[config.mk]
export PLATFORM = sky130hd
export DESIGN_NAME = spi_reg_slave_flat
export DESIGN_NICKNAME = d
export VERILOG_FILES = /design/src/rtl/spi_reg_slave_pkg.sv /design/src/rtl/spi_reg_slave_if.sv /design/src/rtl/spi_reg_slave_pin_sync.sv /design/src/rtl/spi_reg_slave.sv /design/src/flat_wrapper.sv
export SDC_FILE = /design/constraint.sdc
export NUM_CORES = 1
export LEC_CHECK = 0
export BUFFER_PORTS_ARGS = -buffer_cell sky130_fd_sc_hd__buf_2
export CORE_ASPECT_RATIO = 2
export CORE_MARGIN = 1
export CORE_UTILIZATION = 40
export DETAILED_ROUTE_END_ITERATION = 6
export SETUP_SLACK_MARGIN = 0.05
export SLEW_MARGIN = 20
export SYNTH_ARGS = -nofsm -noshare
export SYNTH_HDL_FRONTEND = slang
export SYNTH_HIERARCHICAL = 1
export SYNTH_SLANG_ARGS = --single-unit
[constraint.sdc]
create_clock -name io_clk -period 11.09 [get_ports io_clk]
set_clock_uncertainty 0.1 [all_clocks]
set_input_delay 3.327 -clock io_clk [delete_from_list [all_inputs] [get_ports io_clk]]
set_output_delay 3.327 -clock io_clk [all_outputs]
set_load 0.01 [all_outputs]
[src/rtl/spi_reg_slave_pkg.sv]
// Shared definitions for the SPI register-bus slave:
// frame field positions and FSM state encoding.
package spi_reg_slave_pkg;

  localparam int FRAME_BITS = 48;
  localparam int DATA_W     = 32;
  localparam int RW_BIT     = 47;
  localparam int ADDR_MSB   = 43;
  localparam int ADDR_LSB   = 32;
  localparam int HDR_BITS   = FRAME_BITS - DATA_W;

  // Header field positions inside the 16-bit header word
  localparam int HDR_RW   = RW_BIT - DATA_W;
  localparam int HDR_ADDR = ADDR_LSB - DATA_W;

  typedef logic [2:0] state_t;

  localparam state_t S_IDLE   = 3'd0;
  localparam state_t S_HDR    = 3'd1;
  localparam state_t S_RD_REQ = 3'd2;
  localparam state_t S_RD_CAP = 3'd3;
  localparam state_t S_DATA   = 3'd4;
  localparam state_t S_DONE   = 3'd5;

endpackage

[src/rtl/spi_reg_slave_if.sv]
// BRAM-style register bus between the SPI slave
// and the trigger-logic register mux.
interface spi_reg_slave_if;
  import spi_reg_slave_pkg::*;

  logic [31:0]       addr;
  logic [3:0]        be;
  logic              rd;
  logic [DATA_W-1:0] data_wr;
  logic [DATA_W-1:0] data_rd;

  modport master (
    output addr,
    output be,
    output rd,
    output data_wr,
    input  data_rd
  );

  modport slave (
    input  addr,
    input  be,
    input  rd,
    input  data_wr,
    output data_rd
  );

endinterface

[src/rtl/spi_reg_slave_pin_sync.sv]
// Synchronizes the SPI pins into io_clk and
// produces single-cycle SCK and SS_N edge pulses.
module spi_pin_sync #(
  parameter int SYNC_STAGES = 2
) (
  input  logic clk,
  input  logic rst,
  input  logic sck,
  input  logic ss_n,
  input  logic mosi,
  output logic sck_rise,
  output logic sck_fall,
  output logic ss_rise,
  output logic ss_fall,
  output logic ss_n_s,
  output logic mosi_s
);

  logic [SYNC_STAGES-1:0] sck_q;
  logic [SYNC_STAGES-1:0] ss_q;
  logic [SYNC_STAGES-1:0] mosi_q;
  logic                   sck_d;
  logic                   ss_d;

  // SS_N chain resets low so a frame already in progress
  // at reset release produces no falling edge.
  always_ff @(posedge clk or posedge rst) begin
    if (rst) begin
      sck_q  <= '0;
      ss_q   <= '0;
      mosi_q <= '0;
      sck_d  <= 1'b0;
      ss_d   <= 1'b0;
    end else begin
      sck_q  <= {sck_q[SYNC_STAGES-2:0], sck};
      ss_q   <= {ss_q[SYNC_STAGES-2:0], ss_n};
      mosi_q <= {mosi_q[SYNC_STAGES-2:0], mosi};
      sck_d  <= sck_q[SYNC_STAGES-1];
      ss_d   <= ss_q[SYNC_STAGES-1];
    end
  end

  assign sck_rise = sck_q[SYNC_STAGES-1] & ~sck_d;
  assign sck_fall = ~sck_q[SYNC_STAGES-1] & sck_d;
  assign ss_rise  = ss_q[SYNC_STAGES-1] & ~ss_d;
  assign ss_fall  = ~ss_q[SYNC_STAGES-1] & ss_d;
  assign ss_n_s   = ss_q[SYNC_STAGES-1];
  assign mosi_s   = mosi_q[SYNC_STAGES-1];

endmodule

[src/rtl/spi_reg_slave.sv]
// SPI mode-0 slave turning 48-bit frames into single
// accesses on the trigger-logic register bus.
module spi_reg_slave
  import spi_reg_slave_pkg::*;
#(
  parameter int ADDR_W      = 12,
  parameter int SYNC_STAGES = 2
) (
  input  logic           io_clk,
  input  logic           io_rst,
  input  logic           io_spi_sck,
  input  logic           io_spi_ss_n,
  input  logic           io_spi_mosi,
  output logic           io_spi_miso,
  output logic           io_spi_miso_oe,
  spi_reg_slave_if.master bus,
  output logic           io_frame_err
);

  localparam logic [5:0] HDR_LAST = 6'(HDR_BITS - 1);
  localparam logic [5:0] FRM_LAST = 6'(FRAME_BITS - 1);

  logic sck_rise;
  logic sck_fall;
  logic ss_rise;
  logic ss_fall;
  logic ss_n_s;
  logic mosi_s;

  state_t            state;
  logic [5:0]        cnt;
  logic [DATA_W-2:0] sh;
  logic [DATA_W:0]   tx;
  logic              rw;
  logic              armed;
  logic [DATA_W-1:0] nxt;

  spi_pin_sync #(
    .SYNC_STAGES (SYNC_STAGES)
  ) u_sync (
    .clk      (io_clk),
    .rst      (io_rst),
    .sck      (io_spi_sck),
    .ss_n     (io_spi_ss_n),
    .mosi     (io_spi_mosi),
    .sck_rise (sck_rise),
    .sck_fall (sck_fall),
    .ss_rise  (ss_rise),
    .ss_fall  (ss_fall),
    .ss_n_s   (ss_n_s),
    .mosi_s   (mosi_s)
  );

  assign nxt = {sh, mosi_s};

  // tx carries a leading zero so a freshly loaded word
  // shows bit31 only after the next falling edge.
  assign io_spi_miso    = tx[DATA_W];
  assign io_spi_miso_oe = armed & ~ss_n_s;

  always_ff @(posedge io_clk or posedge io_rst) begin
    if (io_rst) begin
      state        <= S_IDLE;
      cnt          <= '0;
      sh           <= '0;
      tx           <= '0;
      rw           <= 1'b0;
      armed        <= 1'b0;
      io_frame_err <= 1'b0;
      bus.addr     <= '0;
      bus.be       <= '0;
      bus.rd       <= 1'b0;
      bus.data_wr  <= '0;
    end else begin
      bus.be <= '0;
      bus.rd <= 1'b0;
      if (ss_rise)
        armed <= 1'b1;
      if (sck_fall)
        tx <= {tx[DATA_W-1:0], 1'b0};
      if (sck_rise)
        sh <= nxt[DATA_W-2:0];
      unique case (state)
        S_IDLE: begin
          if (ss_fall) begin
            cnt   <= '0;
            tx    <= '0;
            state <= S_HDR;
          end
        end
        S_HDR: begin
          if (ss_rise) begin
            io_frame_err <= 1'b1;
            state        <= S_IDLE;
          end else if (sck_rise) begin
            cnt <= cnt + 6'd1;
            if (cnt == HDR_LAST) begin
              rw       <= nxt[HDR_RW];
              bus.addr <= 32'(nxt[HDR_ADDR +: ADDR_W]);
              if (nxt[HDR_RW]) begin
                state <= S_DATA;
              end else begin
                bus.rd <= 1'b1;
                state  <= S_RD_REQ;
              end
            end
          end
        end
        S_RD_REQ: begin
          if (ss_rise) begin
            io_frame_err <= 1'b1;
            state        <= S_IDLE;
          end else begin
            state <= S_RD_CAP;
          end
        end
        S_RD_CAP: begin
          if (ss_rise) begin
            io_frame_err <= 1'b1;
            state        <= S_IDLE;
          end else begin
            tx    <= {1'b0, bus.data_rd};
            state <= S_DATA;
          end
        end
        S_DATA: begin
          if (ss_rise) begin
            io_frame_err <= 1'b1;
            state        <= S_IDLE;
          end else if (sck_rise) begin
            cnt <= cnt + 6'd1;
            if (cnt == FRM_LAST) begin
              if (rw) begin
                bus.be      <= 4'hF;
                bus.data_wr <= nxt;
              end
              state <= S_DONE;
            end
          end
        end
        S_DONE: begin
          if (ss_rise) begin
            io_frame_err <= 1'b0;
            state        <= S_IDLE;
          end
        end
        default: state <= S_IDLE;
      endcase
    end
  end

endmodule

[src/flat_wrapper.sv]
// flat-port wrapper written by rule: the top's interface ports become plain ports
module spi_reg_slave_flat import spi_reg_slave_pkg::*;
#(
  parameter int ADDR_W      = 12,
  parameter int SYNC_STAGES = 2
)
  (io_clk, io_rst, io_spi_sck, io_spi_ss_n, io_spi_mosi, io_spi_miso, io_spi_miso_oe, io_frame_err, bus_addr, bus_be, bus_rd, bus_data_wr, bus_data_rd);
  spi_reg_slave_if bus_i ();
  input  logic io_clk;
  input  logic io_rst;
  input  logic io_spi_sck;
  input  logic io_spi_ss_n;
  input  logic io_spi_mosi;
  output logic io_spi_miso;
  output logic io_spi_miso_oe;
  output logic io_frame_err;
  output wire logic [$bits(bus_i.addr)-1:0] bus_addr;
  output wire logic [$bits(bus_i.be)-1:0] bus_be;
  output wire logic [$bits(bus_i.rd)-1:0] bus_rd;
  output wire logic [$bits(bus_i.data_wr)-1:0] bus_data_wr;
  input wire logic [$bits(bus_i.data_rd)-1:0] bus_data_rd;
  assign bus_addr = bus_i.addr;
  assign bus_be = bus_i.be;
  assign bus_rd = bus_i.rd;
  assign bus_data_wr = bus_i.data_wr;
  assign bus_i.data_rd = bus_data_rd;
  spi_reg_slave #(.ADDR_W(ADDR_W), .SYNC_STAGES(SYNC_STAGES)) u_core (.io_clk(io_clk), .io_rst(io_rst), .io_spi_sck(io_spi_sck), .io_spi_ss_n(io_spi_ss_n), .io_spi_mosi(io_spi_mosi), .io_spi_miso(io_spi_miso), .io_spi_miso_oe(io_spi_miso_oe), .bus(bus_i), .io_frame_err(io_frame_err));
endmodule
==> metrics.md, run 1 <==
| Metric | Value |
|---|---|
| Outcome | finished clean |
| Yosys top cell area share | 57.9% |
| Internal power | 904 uW |
| Hold wc startpoint | u_core/u_sync/mosi_q[0] |
| I/O Buffers | 88 |
| Critical path, cell by cell | nor2b_1, buf_2 |
| Post-CTS Setup Inserts | 0 |
| DP Wirelength | 7.14 mm |
| First-pass GRT wire length | 17.7 mm |
| Crit Path Category | reg2out |
| N_diodes | 0 |
| Starting Density | 41.3% |
| Io pins | 109 |
| Req. time, crit path | 7.66 ns |
| Post-CTS Resized | 0 |
| Worst relative slew slack | 38.1% |
| GRT overflow | 0 |
| Count leader, synth | dfrtp_1 |
| Gate Count Post-Synth | 422 |
| Worst setup startpoint | u_core/u_sync/ss_q[1] |
| Number of synthesized flops with an enable pin | 0 |
| CTS tree | done |
| Clock Path Buffers | 2 |
| Max VDD drop | 0.000121 V |
| Switching Fraction | 23.2% |
| Final Hold Fails | 0 |
| # fillers | 1,240 |
| Final Instance Area | 6680 um2 |
| Final Non-Filler Cells | 700 |
| Crit path max-delay family | flip-flops |
| Synth Area per Inst | 13.3 um2 |
| Clk Latency, worst-skew pair | 0.41 ns |
| Critical Path End Type | output port |
| GPL Wtd Cong | 0.767 |
| CP Max Fanout | 4 |
| HP Class | reg2reg |
| Reg2reg setup slack | 7.81 ns |
| Vias per Instance | 4.86 |
| Synth Register Bits | 130 |
| Area post-placement | 6070 um2 |
| Worst flop-to-flop path startpoint | u_core/u_sync/sck_d |
| Drt pass-1 iters | 4 |
| Rows | 60 |
| # hold bufs at CTS | 0 |
| WL final | 10.8 mm |
| Final Max Slew Viols | 0 |
| Cell taking the most area after synthesis | dfrtp_1 |
| Power share of the combinational group | 6.4% |
| Largest stage delay, worst path | 0.40 ns |
| Top FF cell, synth | dfrtp_1 |
| Clock power frac | 47.7% |
| Critical Path AT | 1.12 ns |
| Sw power | 274 uW |
| Vias in the first global route | 3,574 |
| Area of the core | 13,600 um2 |
| Endpoints failing setup | 0 |
| Post-Place Cells | 669 |
| Post-Syn Area | 5620 um2 |
| Area Overhead vs Synth | 19.0% |
| DRC Markers | 0 |
| Register area | 3250 um2 |
| Final cycle utilization of the critical path | 41.0% |
| Multi-input logic area | 2130 um2 |
| Synth area leaders | dfrtp_1, mux2_2, mux2_4 |
| Total power | 1.18 mW |
| Via Count | 3,399 |
| Share of cells above drive strength 1 | 40.3% |
| WL/cell | 15.4 um |
| Die width | 85.8 um |
| TNS Setup | 0 ns |
| Register area share after synthesis | 57.9% |
| Sequential share of power | 45.9% |
| Antenna-violating nets left | 0 |
| Die area | 14,500 um2 |
| Clock slew at reported path FFs | 0.06 ns |
| Synth warn | 6 |
| RSZ-0062 raised after global routing | false |
| Commonest cells in the netlist | dfrtp_1, mux2_2, o21ai_0, nand2_1, mux2i_1 |
| Drt initial violations | 129 |
| Initial antenna violation count | 0 |
| Total track usage | 15.7% |
| Startpoint types | flop |
| CTS H-tree lvls | 4 |
| Root Buffer | clkbuf_16 |
| Fmax | 220 MHz |
| Util after Layout | 49.2% |
| Leak pwr | 3.39 nW |
| Sink Count | 130 |
| CP max-delay cell | dfrtp_1 |
| Max Cap Viol | 0 |
| Slew @ Worst Pin | 0.928 ns |
| CP bufs+invs | 1 |
| Power Density | 176 nW/um2 |
| Async set or reset register ratio after synthesis | 100% |
| Clock buffer count from CTS | 17 |
| Pin count of the biggest net entering global routing | 65 |
| Nets | 540 |
| Yosys cell types | 43 |
| Minimum clock period | 4.54 ns |
| Die Ht | 170 um |
-- sequential cells by signal, summed over array words and instances (netlist names) --
signal,cells
u_core/u_sync/ss_d,1
u_core/tx,33
u_core/u_sync/ss_q,2
u_core/armed,1
u_core/bus.addr,12
u_core/rw,1
u_core/bus.data_wr,32
u_core/bus.be,1
u_core/u_sync/mosi_q,2
u_core/sh,31
u_core/bus.rd,1
u_core/u_sync/sck_q,2
u_core/cnt,6
u_core/io_frame_err,1
u_core/state,3
u_core/u_sync/sck_d,1
-- worst paths after layout --
path | end | depth (start not counted)
setup / recovery | io_spi_miso_oe | 2
hold / removal | u_core/u_sync/mosi_q[1] | 0
setup reg to reg | u_core/bus.data_wr[24] | 5
hold reg to reg | u_core/u_sync/mosi_q[1] | 0
max in group asynchronous | u_core/bus.data_wr[15] | 3
min in group asynchronous | u_core/u_sync/mosi_q[0] | 2
-- cell families (layout without fill, tap and decap cells) --
logic type                 count (synthesis)  count (layout)  synth area share, %
other                                      1              20               0.0668
muxes                                    108             108                 23.0
AOI/OAI and AO/OA                         56              56                 5.48
DFF                                      130             130                 57.9
adders and majority gates                  1               1                0.223
and+or+nand+nor                           73              73                 7.40
buffers and inverters                     52             125                 5.79
xor gates and xnor gates                   1               1                0.156
-- cell type report --
type	count	area share, %
Clock buffer	20	6.68
Clock inverter	11	2.30
Inverter	5	0.318
Multi-Input combinational cell	259	31.8
Sequential cell	130	48.7
Tap cell	186	3.48
Timing Repair Buffer	89	6.70
-- layer usage --
metal / part of all wire (%) / global-route usage, % / vias to the layer above
li1: - / - / 1589
met4: 1.4 / 6.96 / 0
met1: 40 / 17.9 / 1707
met3: 4.9 / 4.38 / 13
met2: 53 / 27.2 / 90
met5: 0 / 0 / -
-- layout by cell type, fill, tap and decap left out, types with 2 or more instances in the layout --
master      netlist  final
a21oi_1           8      7
and2b_2           4      4
buf_2             1     88
bufinv_16         0      3
clkbuf_1         15      2
clkbuf_16         0     17
clkinv_4          0      3
clkinvlp_4        0      2
conb_1            1     20
dfrtp_1         130    130
inv_1             5      4
inv_6             0      2
mux2_2           46     46
mux2_4           30     30
mux2i_1          32     32
nand2_1          36     36
nand2b_1          5      5
nand3_1           2      2
nand3b_1          2      2
nor2_1            5      4
nor3_1            3      3
o21ai_0          40     40
o41ai_1           3      3
or3_1             3      3
-- per-stage QoR --
step / hold slack [ns] / setup WS (ns)
6_report: 0.252 / 6.55
3_3_place_gp: 0.234 / 6.19
2_1_floorplan: 0.231 / 4.42
5_1_grt: 0.261 / 6.36
3_5_place_dp: 0.239 / 6.13
4_1_cts: 0.257 / 6.53
-- power groups by stage --
| stage | Sequential [mW] | Combinational, mW | Clock (mW) |
|---|---|---|---|
| finish | 0.540 | 0.0751 | 0.562 |
| global route | 0.545 | 0.0835 | 0.597 |
| CTS | 0.541 | 0.0759 | 0.575 |
| detailed placement | 0.549 | 0.0755 | 0 |
| global placement | 0.547 | 0.0728 | 0 |
| floorplan | 0.534 | 0.0667 | 0 |
No activity file was read; power rests on OpenSTA's default activity.
==> inputs of run 2 (changes only) <==
- ABC_AREA: default -> 1
- clock period: 11.09 -> 4.5 ns (I/O delays scaled with it)
==> run 2 against run 1 <==
Die area increased by 5.8%. Count of clock-buffer cells in the layout decreased by 1. Routed wire length increased by 9.0%. Non-clock buffer count increased by 2. Worst hold slack improved by 0.0017 ns. Clock power increased by 150%. Final cell count increased by 24%. Critical path type unchanged. Highest routed layer unchanged.
==> metrics.md, run 2 <==
| Metric | Value |
|---|---|
| Vias per Instance | 4.70 (-3.2%) |
| Async set or reset register ratio after synthesis | 100% (unchanged) |
| WL/cell | 13.5 um (-12%) |
| Largest stage delay, worst path | 0.40 ns (about the same) |
| Max Cap Viol | 0 (unchanged) |
| Yosys top cell area share | 54.7% (-3.2 points) |
| Final Instance Area | 6940 um2 (+3.8%) |
| Slew @ Worst Pin | 1.06 ns (+0.137 ns) |
| Pin count of the biggest net entering global routing | 123 (+89%) |
| Post-Syn Area | 5950 um2 (+5.9%) |
| Req. time, crit path | 3.05 ns (-4.61 ns) |
| Crit Path Category | reg2out |
| DRC Markers | 0 (unchanged) |
| Area post-placement | 6330 um2 (+4.3%) |
| Antenna-violating nets left | 0 (unchanged) |
| Io pins | 109 (unchanged) |
| Sink Count | 130 (unchanged) |
| Starting Density | 41.2% (-0.11 points) |
| Power Density | 512 nW/um2 (+190%) |
| Endpoints failing setup | 0 (unchanged) |
| Drt initial violations | 158 (+22%) |
| GPL Wtd Cong | 0.760 (-0.94%) |
| Clock Path Buffers | 2 (unchanged) |
| Root Buffer | clkbuf_16 |
| WHS Path Cells | 0 (unchanged) |
| FF-to-FF path depth | 8 (+3) |
| Clk Latency, worst-skew pair | 0.41 ns (about the same) |
| WHS | 0.254 ns (+0.00167 ns) |
| Startpoint types | flop |
| Nets | 704 (+30%) |
| Largest Register | u_core/tx |
| Clock buffer count from CTS | 17 (unchanged) |
| Worst relative slew slack | 28.8% (-9.3 points) |
| DP Wirelength | 7.93 mm (+11%) |
| N_diodes | 0 (unchanged) |
| Die area | 15,400 um2 (+5.8%) |
| Final Non-Filler Cells | 871 (+24%) |
| Synth area leaders | dfrtp_1, o21ai_2, nand2_1 |
| CTS H-tree lvls | 4 (unchanged) |
| Final cycle utilization of the critical path | 55.9% |
| Most common cell after layout, fill and taps aside | dfrtp_1 |
| Final Hold Fails | 0 (unchanged) |
| HP Class | reg2reg |
| Critical Path End Type | output port |
| CTS tree | done |
| Area Overhead vs Synth | 16.6% |
| Cell taking the most area after synthesis | dfrtp_1 |
| Synth warn | 6 (unchanged) |
| Clock slew at reported path FFs | 0.06 ns (about the same) |
| I/O Buffers | 88 (unchanged) |
| Leak pwr | 3.50 nW (+3.2%) |
| Critical path, cell by cell | nor2_1, buf_2 |
| Commonest cells in the netlist | dfrtp_1, nand2_1, inv_1, o21ai_0, o21ai_2 |
| Post-Place Cells | 839 (+25%) |
| First-pass GRT wire length | 19.7 mm (+12%) |
| Share of cells above drive strength 1 | 31.1% (-9.2 points) |
| Count leader, synth | dfrtp_1 |
| Final WS setup | 1.98 ns (-4.56 ns) |
| Top FF cell, synth | dfrtp_1 |
| Post-Place Worst Slack | 2.08 ns (-4.06 ns) |
| Rows | 62 (+3.3%) |
| Most frequent cells in the layout | dfrtp_1, nand2_1, inv_1, buf_2, o21ai_0 |
| Number of synthesized flops with an enable pin | 0 (unchanged) |
| Die width | 88.2 um (+2.8%) |
| Register area share after synthesis | 54.7% (-3.2 points) |
| Max VDD drop | 0.000271 V (+120%) |
| Yosys cell types | 35 (-19%) |
| WL final | 11.7 mm (+9.0%) |
| Hold wc startpoint | u_core/u_sync/mosi_q[0] |
| Max reg flops | 33 (unchanged) |
| Synth Area per Inst | 10.1 um2 (-24%) |
| Area of the core | 14,400 um2 (+6.2%) |
| Post-CTS Resized | 0 (unchanged) |
| Total track usage | 16.6% (+0.90 points) |
| Biggest regs | u_core/tx (33), u_core/bus.data_wr (32), u_core/sh (31) |
| RSZ-0062 raised after global routing | false |
| Outcome | finished clean |
| CP Max Fanout | 4 (unchanged) |
| Via Count | 4,093 (+20%) |
| Final Max Slew Viols | 0 (unchanged) |
| CP max-delay cell | dfrtp_1 |
| Post-CTS Setup Inserts | 0 (unchanged) |
| Initial antenna violation count | 1 (+1) |
| Drt pass-1 iters | 4 (unchanged) |
| Die Ht | 174 um (+2.9%) |
| Synth Register Bits | 130 (unchanged) |
| Fmax | 398 MHz |
| # hold bufs at CTS | 0 (unchanged) |
| Critical Path AT | 1.07 ns (-0.05 ns) |
| Vias in the first global route | 4,138 (+16%) |
| TNS Setup | 0 ns (unchanged) |
| Worst flop-to-flop path startpoint | u_core/u_sync/ss_q[1] |
| Minimum clock period | 2.52 ns |
| GRT overflow | 0 (unchanged) |
| Gate Count Post-Synth | 588 (+39%) |
| Worst setup startpoint | u_core/u_sync/ss_q[1] |
## run 2: metal layers
metal | share of wire (%) | global-route usage (%) | up-vias
met5 | 0 | 0 | -
met3 | 4.9 | 4.80 | 12
met2 | 53 | 28.7 | 99
met1 | 41 | 19.1 | 1972
li1 | - | - | 2010
met4 | 1.6 | 6.05 | 0
## run 2: power breakdown
| part | internal, mW | switching [mW] | total [mW] |
|---|---|---|---|
| Sequential | 1.34 | 0.129 | 1.47 |
| Clock | 0.852 | 0.532 | 1.38 |
| Combinational | 0.248 | 0.446 | 0.695 |
| Total | 2.44 | 1.11 | 3.55 |
## run 2: path summary, 6_finish.rpt
path	slack (ns)	to
max	1.98	io_spi_miso_oe
min	0.25	u_core/u_sync/mosi_q[1]
max reg2reg	2.10	u_core/bus.data_wr[19]
min reg2reg	0.25	u_core/u_sync/mosi_q[1]
max in group asynchronous	2.78	u_core/cnt[0]
min in group asynchronous	0.82	u_core/u_sync/mosi_q[1]
## run 2: kinds of logic after synthesis
| kind of cell | count (synthesis) | synth area share [%] |
|---|---|---|
| AND/OR/NAND/NOR | 156 | 12.4 |
| AO/OA/AOI/OAI | 129 | 15.2 |
| flip-flops | 130 | 54.7 |
| buffers and inverters | 145 | 13.1 |
| XOR/XNOR | 1 | 0.147 |
| adder cells (fa/ha/maj) | 1 | 0.210 |
| multiplexers | 25 | 4.21 |
| other | 1 | 0.0631 |
## run 2: per-stage QoR
step / power (mW) / utilization (%)
6_report: 3.55 / 48.1
5_1_grt: 3.73 / 48.1
4_1_cts: 3.58 / 48.1
3_5_place_dp: 2.18 / 43.9
3_3_place_gp: 2.15 / 43.9
2_1_floorplan: 2.07 / -
## run 2: worst max-delay path: cells and delay by family, from the launching register on
family | cells | cell delay, ns
simple gates | 1 | 0.12
buf+inv | 1 | 0.14
flops | 1 | 0.40
## run 2: final cells by class
class                      count  area [um2]
clock buffer                  19         453
clock inverter                13         149
fill                        1364        7490
inverter                      94         357
multi-input combinational    332        2010
sequential                   130        3250
tap                          192         240
timing repair buffer          91         475
